`src/rtl/stw_controller.sv`:
```
// Self-test walker: broadcasts four fixed multiply-add vectors to the PE array,
// waits for each PE to run them, and accumulates a sticky per-PE fault map.
module stw_controller #(
  parameter int WORD_SIZE = 16,
  parameter int NUM_PE    = 4,
  parameter int TIMEOUT   = 16
) (
  input  logic                 clk,
  input  logic                 rst,
  input  logic                 test_req,
  input  logic [NUM_PE-1:0]    STW_complete,
  input  logic [NUM_PE-1:0]    STW_result_out,
  output logic                 STW_test_load_en,
  output logic [WORD_SIZE-1:0] STW_mult_op1,
  output logic [WORD_SIZE-1:0] STW_mult_op2,
  output logic [WORD_SIZE-1:0] STW_add_op,
  output logic [WORD_SIZE-1:0] STW_expected,
  output logic                 STW_start,
  output logic                 test_busy,
  output logic                 test_done,
  output logic [NUM_PE-1:0]    fault_map,
  output logic                 fault_any,
  output logic [1:0]           vector_idx
);

  localparam int CW = $clog2(TIMEOUT + 1);
  localparam logic [WORD_SIZE-1:0] ONES = '1;
  localparam logic [WORD_SIZE-1:0] ALT  = WORD_SIZE'({WORD_SIZE{2'b01}});

  typedef enum logic [2:0] {
    S_IDLE, S_LOAD, S_START, S_WAIT_LOW, S_WAIT_HIGH, S_CHECK, S_DONE
  } state_t;

  state_t               state_q, state_d;
  logic [1:0]           vec_q, vec_d;
  logic [CW-1:0]        wait_cnt_q, wait_cnt_d, wait_inc;
  logic [NUM_PE-1:0]    fault_q, fault_d;
  logic                 load_en_q, load_en_d, start_q, start_d;
  logic                 busy_q, busy_d, done_q, done_d;
  logic [WORD_SIZE-1:0] op1_q, op1_d, op2_q, op2_d, add_q, add_d, exp_q, exp_d;

  assign wait_inc = wait_cnt_q + 1'b1;

  always_comb begin
    state_d    = state_q;
    vec_d      = vec_q;
    wait_cnt_d = wait_cnt_q;
    fault_d    = fault_q;
    case (state_q)
      S_IDLE: if (test_req) begin
        fault_d = '0;
        vec_d   = 2'd0;
        state_d = S_LOAD;
      end
      S_LOAD:  state_d = S_START;
      S_START: begin
        wait_cnt_d = '0;
        state_d    = S_WAIT_LOW;
      end
      S_WAIT_LOW: begin
        wait_cnt_d = wait_inc;
        if (STW_complete == '0) begin
          wait_cnt_d = '0;
          state_d    = S_WAIT_HIGH;
        end else if (wait_inc == CW'(TIMEOUT)) begin
          // PEs that never dropped complete are the ones that ignored start
          fault_d = fault_q | STW_complete;
          state_d = S_CHECK;
        end
      end
      S_WAIT_HIGH: begin
        wait_cnt_d = wait_inc;
        if (&STW_complete) begin
          state_d = S_CHECK;
        end else if (wait_inc == CW'(TIMEOUT)) begin
          fault_d = fault_q | ~STW_complete;
          state_d = S_CHECK;
        end
      end
      S_CHECK: begin
        fault_d = fault_q | ~STW_result_out;
        if (vec_q == 2'd3) state_d = S_DONE;
        else begin
          vec_d   = vec_q + 2'd1;
          state_d = S_LOAD;
        end
      end
      S_DONE:  state_d = S_IDLE;
      default: state_d = S_IDLE;
    endcase

    // Strobes and vector registers follow the next state so they line up with it
    load_en_d = (state_d == S_LOAD);
    start_d   = (state_d == S_START);
    busy_d    = (state_d != S_IDLE);
    done_d    = (state_d == S_DONE);

    op1_d = op1_q;
    op2_d = op2_q;
    add_d = add_q;
    if (state_d == S_LOAD) begin
      case (vec_d)
        2'd0:    begin op1_d = WORD_SIZE'(1); op2_d = WORD_SIZE'(1); add_d = '0;             end
        2'd1:    begin op1_d = ONES;          op2_d = WORD_SIZE'(1); add_d = WORD_SIZE'(1);  end
        2'd2:    begin op1_d = ALT;           op2_d = WORD_SIZE'(2); add_d = '0;             end
        default: begin op1_d = WORD_SIZE'(3); op2_d = WORD_SIZE'(5); add_d = ONES;           end
      endcase
    end
    exp_d = op1_d * op2_d + add_d;
  end

  always_ff @(posedge clk or posedge rst) begin
    if (rst) begin
      state_q    <= S_IDLE;
      vec_q      <= '0;
      wait_cnt_q <= '0;
      fault_q    <= '0;
      load_en_q  <= 1'b0;
      start_q    <= 1'b0;
      busy_q     <= 1'b0;
      done_q     <= 1'b0;
      op1_q      <= '0;
      op2_q      <= '0;
      add_q      <= '0;
      exp_q      <= '0;
    end else begin
      state_q    <= state_d;
      vec_q      <= vec_d;
      wait_cnt_q <= wait_cnt_d;
      fault_q    <= fault_d;
      load_en_q  <= load_en_d;
      start_q    <= start_d;
      busy_q     <= busy_d;
      done_q     <= done_d;
      op1_q      <= op1_d;
      op2_q      <= op2_d;
      add_q      <= add_d;
      exp_q      <= exp_d;
    end
  end

  assign STW_test_load_en = load_en_q;
  assign STW_start        = start_q;
  assign STW_mult_op1     = op1_q;
  assign STW_mult_op2     = op2_q;
  assign STW_add_op       = add_q;
  assign STW_expected     = exp_q;
  assign test_busy        = busy_q;
  assign test_done        = done_q;
  assign fault_map        = fault_q;
  assign fault_any        = |fault_q;
  assign vector_idx       = vec_q;

endmodule

```
`config.mk`:
```
export PLATFORM = sky130hd
export DESIGN_NAME = stw_controller
export DESIGN_NICKNAME = d
export VERILOG_FILES = /design/src/rtl/stw_controller.sv
export SDC_FILE = /design/constraint.sdc
export NUM_CORES = 1
export LEC_CHECK = 0
export BUFFER_PORTS_ARGS = -buffer_cell sky130_fd_sc_hd__buf_2
export CAP_MARGIN = 20
export CORE_MARGIN = 1
export CORE_UTILIZATION = 45
export CTS_CLUSTER_DIAMETER = 150
export DETAILED_ROUTE_END_ITERATION = 10
export PLACE_DENSITY = 0.72
export SLEW_MARGIN = 20
export SYNTH_ARGS = -nofsm -noshare
export SYNTH_HDL_FRONTEND = slang
export SYNTH_SLANG_ARGS = --single-unit
```
`constraint.sdc`:
```
create_clock -name clk -period 6.4 [get_ports clk]
set_input_delay 1.28 -clock clk [delete_from_list [all_inputs] [get_ports clk]]
set_output_delay 1.28 -clock clk [all_outputs]
set_load 0.02 [all_outputs]
```
# Word-level counts from Yosys, hierarchy flattened
# Cells that the tools add are included.
[op_classes] add_sub_neg=3 muxes=23 reduce_logical=11 n_bitwise=5 n_eq_ne=17 n_mul=1
[ops] cell="16-bit two-way mux" n=3
[ops] cell="16-bit one-hot mux with 3 select lines" n=1
[ops] cell="16-bit one-hot mux with 2 select lines" n=1
[ops] cell="4-bit two-way mux" n=5
[ops] cell="3-bit one-hot mux with 6 select lines" n=1
[ops] cell="16-bit adder" n=1
[ops] cell="16-bit by 16-bit multiplier with 16-bit output" n=1
[ops] cell="4-bit one-hot mux with 4 select lines" n=1
[ops] cell="3-bit two-way mux" n=5
[ops] cell="5-bit one-hot mux with 3 select lines" n=1
[ops] cell="4-bit OR" n=3
[ops] cell="2-bit inequality test (second input constant)" n=5
[ops] cell="3-bit by 2-bit equality test with 1-bit output (second input constant)" n=3
[ops] cell="3-bit equality test (second input constant)" n=3
[ops] cell="4-bit inverter" n=2
[ops] cell="3-bit by 1-bit equality test with 1-bit output (second input constant)" n=2
[ops] cell="3-bit one-hot mux with 2 select lines" n=1
[ops] cell="6-bit AND reduction" n=1
[ops] cell="3-bit nonzero test" n=2
[ops] cell="5-bit by 1-bit adder with 5-bit output (second input constant)" n=1
[ops] cell="5-bit equality test (second input constant)" n=1
[ops] cell="5-bit two-way mux" n=1
[ops] cell="2-bit equality test (second input constant)" n=2
[ops] cell="4-bit zero test" n=1
[ops] cell="other kinds (10)" n=12
[word_totals] out_inout_bits=75 elab_cells=72 register_bits=82 inputBits=11

# Longest topological paths before layout
[logic_depth] depth_word=9 depth_mapped=31 mapped_depth_nobuf=29

# Least setup slack after synthesis
# No wires, ideal clock.
[synth_timing] path_kind="input port to flip-flop" startpoint="input STW_complete[3]" endpoint="register exp_q[15], in the netlist STW_expected[15]" path_buffers=1 required_time_ps=6273 setup_ps=127 arrival_ps=7002 path_stages=25 setup_slack_ps=-729 path_cell_list="nor4_1 o22ai_1 nor2_1 inv_2 nand2_4 buf_8 mux2i_4 inv_2 and2_1 fa_1 inv_1 fa_1 fa_1 fa_1 inv_1 fa_1 inv_1 fa_1 inv_1 ha_1 a21o_1 a21oi_1 a21boi_0 o21ai_0 xnor2_1"
[synth_between] elab_chain_cells=7 elab_cells_between_ends=11 cone_classes="add/sub (1); mul (1); eq/ne (1); mux (6); reduce/logical (2)"
[synth_rtl] element="start: declaration" line_no="11" rtl="input logic [NUM_PE-1:0] STW_complete,"
[synth_rtl] element="4-bit AND reduction / 4-bit zero test (equally long branches)" line_no="73, 62"
[synth_rtl] element="3-bit two-way mux, on equally long branches" line_no="73, 62"
[synth_rtl] element="3-bit one-hot mux with 6 select lines (*)" line_no="49" rtl="case (state_q)"
[synth_rtl] element="3-bit by 1-bit equality test with 1-bit output (*)" line_no="101" rtl="if (state_d == S_LOAD) begin"
[synth_rtl] element="16-bit two-way mux (*)" line_no="101"
[synth_rtl] element="named net op2_d[1]" line_no="40" rtl="logic [WORD_SIZE-1:0] op1_q, op1_d, op2_q, op2_d, add_q, add_d, exp_q, exp_d;"
[synth_rtl] element="16-bit by 16-bit multiplier with 16-bit output (*)" line_no="109" rtl="exp_d = op1_d * op2_d + add_d;"
[synth_rtl] element="16-bit adder (*)" line_no="109"
[synth_rtl] element="named net exp_d[15]" line_no="40"
[synth_rtl] element="end signal: assignment" line_no="138" rtl="exp_q <= exp_d;"
[synth_rtl] element="end: declaration" line_no="40"
# The timed path passes the listed nets; every way through them passes the cells marked *.
# A chain may end at the register's enable or synchronous reset.

# Worst setup path in the final report
[layout_timing] startpoint="input STW_complete[0]" endpoint="register exp_q[15], in the netlist STW_expected[15]"
[layout_between] elab_chain_cells=7 elab_cells_between_ends=11 cone_classes="add/sub (1); mul (1); eq/ne (1); mux (6); reduce/logical (2)"
[layout_rtl] element="4-bit AND reduction / 4-bit zero test (equally long branches)" line_no="73, 62"
[layout_rtl] element="3-bit two-way mux, on equally long branches" line_no="73, 62"
[layout_rtl] element="3-bit one-hot mux with 6 select lines (*)" line_no="49"
[layout_rtl] element="3-bit by 1-bit equality test with 1-bit output (*)" line_no="101"
[layout_rtl] element="16-bit two-way mux" line_no="101"
[layout_rtl] element="16-bit by 16-bit multiplier with 16-bit output" line_no="109"
[layout_rtl] element="16-bit adder (*)" line_no="109"
[layout_rtl] element="named net exp_d[15]" line_no="40"
# Marked as above.

==> summary.md <==
| Metric | Value |
|---|---|
| Syn nets | `953` |
| Detailed placement HPWL | `14,550 µm` |
| Num Clock Sinks | `82` |
| Row count | `46` |
| Mean post-synth cell area | `9.528 µm²` |
| Comb pwr share | `38.2%` |
| Setup ws final | `-0.1460 ns` |
| CTS Buffer Depth | `2` |
| Routability cong. | `0.9513` |
| EDFF count, synth | `0` |
| Post-synthesis register bit count | `82` |
| Layout Nets | `1,109` |
| Synth Instances | `792` |
| Outcome | `finished with violations` |
| Pre-CTS WS | `-0.5863 ns` |
| Overall routing resource usage | `24.03%` |
| RSZ-0062 raised after global routing | `yes` |
| CP Capture Type | `flip-flop` |
| Die W | `131.5 µm` |
| Fmax | `152.8 MHz` |
| Crit Path Max Fanout | `17` |
| Initial core utilization | `46.82%` |
| DRT iter0 DRCs | `376` |
| Yosys Warn Count | `0` |
| Critical path capture point | `STW_expected[15]$_DFF_PP0_` |
| Max-cap violations | `0` |
| Syn-to-layout area delta | `25.00%` |
| Sequential Power Share | `35.8%` |
| Post-synth top cells | `inv_1, fa_1, nand2_1, dfrtp_1, ha_1` |
| Worst setup SP type | `input port` |
| First-pass GRT wire length | `32,380 µm` |
| Clk pwr share | `26.0%` |
| Layout cells sized above 1 | `26.34%` |
| Setup TNS | `-0.4550 ns` |
| Final Power | `1.946 mW` |
| Worst Path Arrival | `6.79 ns` |
| Antenna cell count | `0` |
| Max_slew headroom | `47.79%` |
| Maximum number of pins on one net before global-route repair | `83` |
| Largest area contributor in the synthesized netlist | `dfrtp_1` |
| Final setup violation count | `5` |
| Leak pwr | `5.146 nW` |
| Final instance area | `9433 µm²` |
| Initial antenna violation count | `0` |
| Die footprint | `17,290 µm²` |
| Num ports | `86` |
| Switching share of power | `39.65%` |
| Period utilization | `102.3%` |
| Hold Crit Class | `reg2reg` |
| # DRC | `0` |
| Worst reg2reg path depth | `23` |
| Switching pwr | `771.5 µW` |
| CTS clk-pin slew, worst paths | `0.07 ns` |
| Clk_lat worst skew | `0.35 ns` |
| Root Buffer | `clkbuf_16` |
| CTS Buf Count | `9` |
| DR WL/cell | `16.70 µm` |
| Total iterations of the first detailed-routing run | `5` |
| Routed wire length | `19,530 µm` |
| Via count | `5,970` |
| Hold Vio Cnt, Final | `0` |
| P_int | `1.174 mW` |
| Reg2Reg Capture Point | `STW_expected[15]$_DFF_PP0_` |
| Clock Skew | `0.006279 ns` |
| Most common cell in the netlist | `inv_1` |
| CTS H-tree lvls | `3` |
| Placed cell areas | `8782 µm²` |
| Seq/Total Area, Yosys | `27.19%` |
| Grt total ovfl | `0` |
| Worst slew pin tran | `0.7832 ns` |
| Tmin final | `6.546 ns` |
| CTS tree | `yes` |
| Vias in the first global route | `6,252` |
| Cell Area, Synth | `7546 µm²` |
| Yosys cell types | `54` |
| Worst setup path class | `in2reg` |
| Critical Path Start | `STW_complete[0]` |
| Post-synth ARST share | `100.0%` |
| Ranking of synthesized cells by area | `dfrtp_1, fa_1, ha_1, inv_1, nand2_1` |
| Ys flop type | `dfrtp_1` |
| Final core occ | `58.53%` |
| Yosys top cell area share | `27.19%` |
| Die Ht | `131.5 µm` |
| Peak supply drop | `0.1434 mV` |
| Post-DRT Antenna Nets | `0` |
| Power density over cell area | `206.3 nW/µm²` |
| Violated checks | `setup timing` |
| CP required | `6.64 ns` |
| Pins over their slew limit | `0` |
| Via density | `5.107` |
| FF-to-FF setup slack | `0.04 ns` |
| Port Buffers | `85` |
| Core Area | `16,120 µm²` |
| Worst R2R Start | `state_q[0]$_DFF_PP0_` |
kinds of logic (layout without fill, tap and decap cells):
kind of cell             after synthesis  after routing  synth area share, %
multiplexers                           3              3               0.5803
AND/OR/NAND/NOR                      234            234                15.32
flip-flops                            82             82                27.19
XOR/XNOR                              41             41                5.289
AO/OA/AOI/OAI                         86             86                7.130
adder cells (fa/ha/maj)              150            150                34.22
buffers and inverters                196            357                10.26
flip-flops by register name, summed over array words and instances, names as in the netlist:
signal / flops
STW_add_op: 16
STW_expected: 16
STW_mult_op1: 16
STW_mult_op2: 16
wait_cnt_q: 5
fault_map: 4
state_q: 3
vector_idx: 2
STW_start: 1
STW_test_load_en: 1
test_busy: 1
test_done: 1
layout by cell type, fill, tap and decap left out, types with 4 or more instances in the layout:
cell,instances
clkbuf_16,11
fa_1,92
nand2_1,93
dfrtp_1,82
inv_1,153
o21a_1,7
ha_1,49
nor2b_1,9
and2_1,17
xor2_1,7
buf_4,78
a21o_1,4
a211oi_1,4
o21ai_0,5
clkinv_4,4
o21ai_1,5
nor2_1,27
nand3_1,8
a21oi_1,27
and3_1,53
a21oi_2,6
buf_2,82
o21bai_1,4
buf_6,7
inv_2,13
ha_4,7
xnor2_1,29
layout make-up:
class,instances,area [µm²]
Fill cell,1374,6683
Multi-Input combinational cell,514,4995
Sequential cell,82,2052
Timing Repair Buffer,174,1197
Inverter,167,628.1
Tap cell,216,270.3
Clock buffer,9,225.2
Clock inverter,7,65.06
per-layer routing:
metal  global-route usage [%]  wire length, µm  up-vias  share of wire [%]
met1                    32.04             8221     2919                 42
met3                    3.781             1301       45                6.7
met2                    38.98             9384      237                 48
met5                        0                0        -                  0
met4                    9.884              621        0                3.2
li1                         -                -     2769                  -
power groups by stage:
stage | Clock, mW | Sequential [mW] | Combinational [mW]
final | 0.507 | 0.696 | 0.743
after global routing | 0.537 | 0.705 | 0.814
after CTS | 0.521 | 0.691 | 0.695
after detailed placement | 0 | 0.700 | 0.683
after global placement | 0 | 0.700 | 0.669
after floorplan | 0 | 0.716 | 0.369
how the worst min path moves through the flow:
stage | start | end | slack (ns) | cells past startpoint
floorplan | wait_cnt_q[4]$_DFFE_PP0P_ | wait_cnt_q[4]$_DFFE_PP0P_ | 0.46 | 1
global placement | STW_mult_op1[15]$_DFF_PP0_ | STW_mult_op1[15]$_DFF_PP0_ | 0.48 | 2
detailed placement | STW_add_op[0]$_DFF_PP0_ | STW_add_op[0]$_DFF_PP0_ | 0.48 | 2
CTS | wait_cnt_q[4]$_DFFE_PP0P_ | wait_cnt_q[4]$_DFFE_PP0P_ | 0.50 | 1
global route | STW_add_op[2]$_DFF_PP0_ | STW_add_op[2]$_DFF_PP0_ | 0.54 | 2
finish | wait_cnt_q[4]$_DFFE_PP0P_ | wait_cnt_q[4]$_DFFE_PP0P_ | 0.50 | 1
critical path, cell delays in order:
cell	delay [ns]
buf_2	0.13
a41oi_2	0.13
nor3b_2	0.22
nor2_2	0.08
inv_2	0.11
nand2_8	0.11
buf_12	0.19
buf_8	0.14
a21oi_4	0.20
nor2_2	0.06
fa_1	0.50
inv_1	0.06
fa_1	0.53
fa_1	0.40
inv_1	0.09
fa_1	0.41
fa_1	0.57
inv_2	0.05
fa_1	0.48
inv_2	0.04
ha_4	0.20
a21o_1	0.18
a21oi_2	0.13
a21boi_4	0.24
o21ai_4	0.09
xnor2_1	0.12
through the flow:
stage / std cells / hold slack [ns]
6_report: 1169 / 0.5047
5_1_grt: 1169 / 0.5373
4_1_cts: 1161 / 0.5040
3_5_place_dp: 1145 / 0.4827
3_3_place_gp: 1145 / 0.4830
2_1_floorplan: 792 / 0.4581
what timing repair did:
| action | in CTS | in global routing |
|---|---|---|
| pin swaps | 11 | 18 |
| gates cloned | 0 | 2 |
| hold buffers | 0 | 0 |
| endpoints found under the setup margin | 5 | 7 |
| gates resized for setup | 17 | 41 |
| buffers inserted | 0 | 6 |
Power figures use the tool's default switching activity.
